===== src/rtl/modular_multiplier_barrett_pkg.sv =====
// Shared constants for the Kyber-modulus arithmetic blocks (multiplier and
// butterfly add/sub stage).
package modular_multiplier_barrett_pkg;

  localparam int unsigned M          = 3329;
  localparam int unsigned BARRETT_K  = 24;
  localparam int unsigned BARRETT_MU = 5039;   // floor(2^24 / 3329)
  localparam int unsigned DATA_WIDTH = 14;

  localparam int unsigned PROD_W     = 24;     // a*b for operands < M fits in 24 bits
  localparam int unsigned QHAT_W     = 13;
  localparam int unsigned RES_W      = 12;     // residues 0..3328
  localparam int unsigned PIPE_DEPTH = 4;

endpackage


===== src/rtl/modular_multiplier_barrett_reduce.sv =====
// Three-stage Barrett reduction of a 24-bit product modulo M:
// quotient estimate, partial remainder, final conditional subtract.
module barrett_reduce
  import modular_multiplier_barrett_pkg::*;
(
  input  logic              clk,
  input  logic              rst,
  input  logic              en,
  input  logic [PROD_W-1:0] p,
  output logic [RES_W-1:0]  r
);

  localparam int unsigned T_W = PROD_W + QHAT_W;

  logic [T_W-1:0]    t;
  logic [QHAT_W-1:0] q_hat_d;
  logic [QHAT_W-1:0] q_hat_q;
  logic [13:0]       p_lo_q;
  logic [13:0]       r_d;
  logic [13:0]       r_q;
  logic [RES_W-1:0]  z_d;
  logic [RES_W-1:0]  z_q;

  always_comb begin
    t       = T_W'(p) * T_W'(BARRETT_MU);
    q_hat_d = QHAT_W'(t >> BARRETT_K);
  end

  // r < 2M < 2^14, so only the low 14 bits of p and q_hat*M are needed.
  always_comb r_d = p_lo_q - 14'(q_hat_q) * 14'(M);

  always_comb z_d = (r_q >= 14'(M)) ? RES_W'(r_q - 14'(M)) : RES_W'(r_q);

  always_ff @(posedge clk) begin
    if (rst) begin
      q_hat_q <= '0;
      p_lo_q  <= '0;
      r_q     <= '0;
      z_q     <= '0;
    end else if (en) begin
      q_hat_q <= q_hat_d;
      p_lo_q  <= p[13:0];
      r_q     <= r_d;
      z_q     <= z_d;
    end
  end

  assign r = z_q;

endmodule


===== src/rtl/modular_multiplier_barrett.sv =====
// Pipelined (a*b) mod 3329 with a 4-cycle latency and a sideband tag that
// travels in lockstep with each operation.
module modular_multiplier_barrett
  import modular_multiplier_barrett_pkg::*;
#(
  parameter int unsigned data_width = DATA_WIDTH,
  parameter int unsigned TAG_W      = 8
) (
  input  logic                  clk,
  input  logic                  rst,
  input  logic                  en,
  input  logic                  in_valid,
  input  logic [data_width-1:0] a_in,
  input  logic [data_width-1:0] b_in,
  input  logic [TAG_W-1:0]      tag_in,
  output logic                  out_valid,
  output logic [data_width-1:0] z_out,
  output logic [TAG_W-1:0]      tag_out
);

  logic [PROD_W-1:0]     p_q;
  logic [PIPE_DEPTH-1:0] valid_sr;
  logic [TAG_W-1:0]      tag_sr [PIPE_DEPTH];
  logic [RES_W-1:0]      r;

  always_ff @(posedge clk) begin
    if (rst) begin
      p_q      <= '0;
      valid_sr <= '0;
      for (int unsigned i = 0; i < PIPE_DEPTH; i++) tag_sr[i] <= '0;
    end else if (en) begin
      p_q       <= PROD_W'(a_in) * PROD_W'(b_in);
      valid_sr  <= {valid_sr[PIPE_DEPTH-2:0], in_valid};
      tag_sr[0] <= tag_in;
      for (int unsigned i = 1; i < PIPE_DEPTH; i++) tag_sr[i] <= tag_sr[i-1];
    end
  end

  barrett_reduce u_reduce (
    .clk (clk),
    .rst (rst),
    .en  (en),
    .p   (p_q),
    .r   (r)
  );

  // The reducer's last stage is the output register; only zero-extension here.
  assign z_out     = data_width'(r);
  assign out_valid = valid_sr[PIPE_DEPTH-1];
  assign tag_out   = tag_sr[PIPE_DEPTH-1];

endmodule


===== config.mk =====
export PLATFORM = sky130hd
export DESIGN_NAME = modular_multiplier_barrett
export DESIGN_NICKNAME = d
export VERILOG_FILES = /design/src/rtl/modular_multiplier_barrett_pkg.sv /design/src/rtl/modular_multiplier_barrett_reduce.sv /design/src/rtl/modular_multiplier_barrett.sv
export SDC_FILE = /design/constraint.sdc
export NUM_CORES = 1
export LEC_CHECK = 0
export CORE_ASPECT_RATIO = 0.8
export CORE_MARGIN = 4
export CORE_UTILIZATION = 37
export CTS_CLUSTER_DIAMETER = 80
export CTS_CLUSTER_SIZE = 12
export DETAILED_ROUTE_END_ITERATION = 10
export DONT_BUFFER_PORTS = 1
export GPL_TIMING_DRIVEN = 0
export PLACE_DENSITY = 0.53
export SLEW_MARGIN = 20
export SYNTH_ARGS = -nofsm -noshare
export SYNTH_HDL_FRONTEND = slang
export SYNTH_SLANG_ARGS = --single-unit

===== constraint.sdc =====
create_clock -name clk -period 7 [get_ports clk]
set_input_delay 1.4 -clock clk [delete_from_list [all_inputs] [get_ports clk]]
set_output_delay 1.4 -clock clk [all_outputs]
set_load 0.01 [all_outputs]

==> reports/summary.txt <==
Layout area overhead = 8.387%
Post-route ant nets = 0
Core Region = 43650 um^2
Max-Cap Viols = 0
CP Capture Type = flop
Slowest Stage Delay on Critical Path = 530 ps
Startpoint Class = input pin
Final instance area = 17900 um^2
Initial Utilization = 37.84%
Sequential fraction of the synthesis area = 15.64%
Leading area contributor after synthesis = fa_1
Area fraction of the dominant cell type after synthesis = 32.97%
Worst-skew pair later-pin latency = 420 ps
Finished Layout Cells = 2310
Ys flop type = dfxtp_1
H-tree levels = 4
Max clock buf depth = 2
Final Max Tran Viols = 0
Slowest-stage cell, CP = fa_1
Critical path required time = 7310 ps
Fraction of layout cells with a size suffix above 1 = 4.198%
Place WS = -596.2 ps
Post-CTS setup buffers = 0
Initial antenna violation count = 0
Setup Skew = 16.64 ps
# clock sinks = 113
Fmax = 147.7 MHz
Area contributors post-synth = fa_1 33%, ha_1 18%, dfxtp_1 9.8%
Cell Area, Synth = 16510 um^2
Final period util = 96.69%
Placed insts = 2278
GRT Total Usage = 17.07%
Most frequent cells in the layout = 362 x inv_1, 272 x fa_1, 234 x ha_1
Most used cell, CP = fa_1
DP Area = 17260 um^2
CP Data Arrival Time = 7070 ps
Relative slew slack = 33.38%
Worst min path class = reg2reg
# DRC = 0
Final setup violation count = 0
Setup TNS = 0 ps
Post-DP HPWL = 33670 um
Largest net degree at the start of global routing = 35
Post-synth EDFFs = 32
Fraction of registers with async set/reset = 0%
Die area = 48100 um^2
Tmin final = 6768 ps
# diodes = 0
Initial DRT Pass Iterations = 5
Root buffer cell = clkbuf_16
Routability cong. = 0.8696
Via-per-instance ratio = 4.743
GRT overflow = 0
CTS tree = done
Worst-Margin Slew = 995.5 ps
Port bufs = 0
IO Count = 63
Final WL = 39750 um
Die extent in x = 244.2 um
Synth warn = 0
Status = finished, final reports clean
Commonest non-fill, non-tap cell in the layout = inv_1
Fin nets = 2248
WL per Instance = 17.21 um
Distinct cells, synth = 57
Clock slew at reported path FFs = 60 ps
Die height = 197.0 um
CTS Buf Count = 17
Vias in the first global route = 11520
First-pass GRT wire length = 64470 um
Final hold violation count = 0
Mapped Cells = 1682
Synth Register Bits = 113
Via Count = 10960
Initial DRC count = 462
Worst-path cell chain = buf_2, and2_1, fa_1, inv_1, fa_1, inv_1, fa_1, fa_1, fa_1, inv_1, fa_1, inv_1, ha_1, a21o_1, a21o_1, a21oi_2, o21bai_2, a211o_1, o211ai_1, a21oi_2, a31oi_2, xnor2_2, a22o_1
Crit-path max FO = 10
Crit Path Category = in2reg
Worst setup margin = 231.7 ps
Avg Inst Size Synth = 9.818 um^2
Row cnt = 68
Hold_buf cts = 0
## cell usage after synthesis (all sizes together), types with 2 or more instances
cell type / number
a31oi: 5
inv: 363
nand2: 128
a21o: 30
a311oi: 5
fa: 272
clkbuf: 51
or3: 4
a31o: 2
dfxtp: 81
a211o: 3
o211ai: 2
nor2b: 4
edfxtp: 32
a22o: 20
nor2: 74
and2: 120
nand3: 12
o21ai: 19
xor2: 21
nor4: 2
o21bai: 5
nand2b: 3
or2: 2
and3: 9
buf: 4
nor3: 10
mux2i: 33
a211oi: 17
ha: 234
xnor2: 51
a21oi: 48
o21a: 3
## critical path: cells and delay by family
kind,cells,cell delay [ps]
XOR/XNOR,1,120
buffers and inverters,5,380
AND/OR/NAND/NOR,1,210
adder cells (fa/ha/maj),7,3270
AO/OA/AOI/OAI,9,1680
## timing repair
action                                  CTS  global route
endpoints found under the hold margin     0             0
endpoints found under the setup margin    3             6
resized for setup                         3            36
pin swaps                                 0             5
## path summary, 6_finish.rpt
path	startpoint	to	slack, ps	depth (start not counted)
worst max-delay path	b_in[2]	p_q[22]	230	23
worst min-delay path	valid_sr[0]	valid_sr[1]	490	2
worst max register to register	p_q[9]	u_reduce.q_hat_q[12]	900	18
worst min register to register	valid_sr[0]	valid_sr[1]	490	2
## final cells by class
| cell class | count | area [um^2] |
|---|---|---|
| Clock buffer | 18 | 429.2 |
| Clock inverter | 14 | 157.7 |
| Buffer | 55 | 236.5 |
| Fill cell | 4379 | 25750 |
| Tap cell | 595 | 744.5 |
| Sequential cell | 113 | 2582 |
| Inverter | 363 | 1363 |
| Multi-Input combinational cell | 1152 | 12390 |
## registers in the layout (all words and copies together) (netlist names)
| name | count |
|---|---|
| valid_sr | 4 |
| tag_sr | 32 |
| p_q | 24 |
| u_reduce.q_hat_q | 13 |
| u_reduce.r | 12 |
| u_reduce.p_lo_q | 14 |
| u_reduce.r_q | 14 |
## metal layers
layer,vias up,GRT usage [%],routed length [um]
li1,5282,-,-
met1,5474,26.36,20650
met2,180,25.53,16980
met3,20,3.115,1803
met4,0,2.379,321
met5,-,0,0
## through the flow
stage,hold slack [ps],utilization (%)
floorplan,453.6,-
global placement,474.4,39.55
detailed placement,480.1,39.55
CTS,493.0,40.91
global route,513.5,41.01
finish,488.3,41.01
## kinds of logic after synthesis
family                   share of synthesized area (%)
AO/OA/AOI/OAI                                    7.319
XOR/XNOR                                         3.819
adder cells (fa/ha/maj)                          50.70
buffers and inverters                            9.546
flip-flops                                       15.64
multiplexers                                     2.000
other                                          0.02271
AND/OR/NAND/NOR                                  10.96
Power is not shown: default switching activity piles up to over one toggle a cycle in this logic, so the estimate is an artifact.
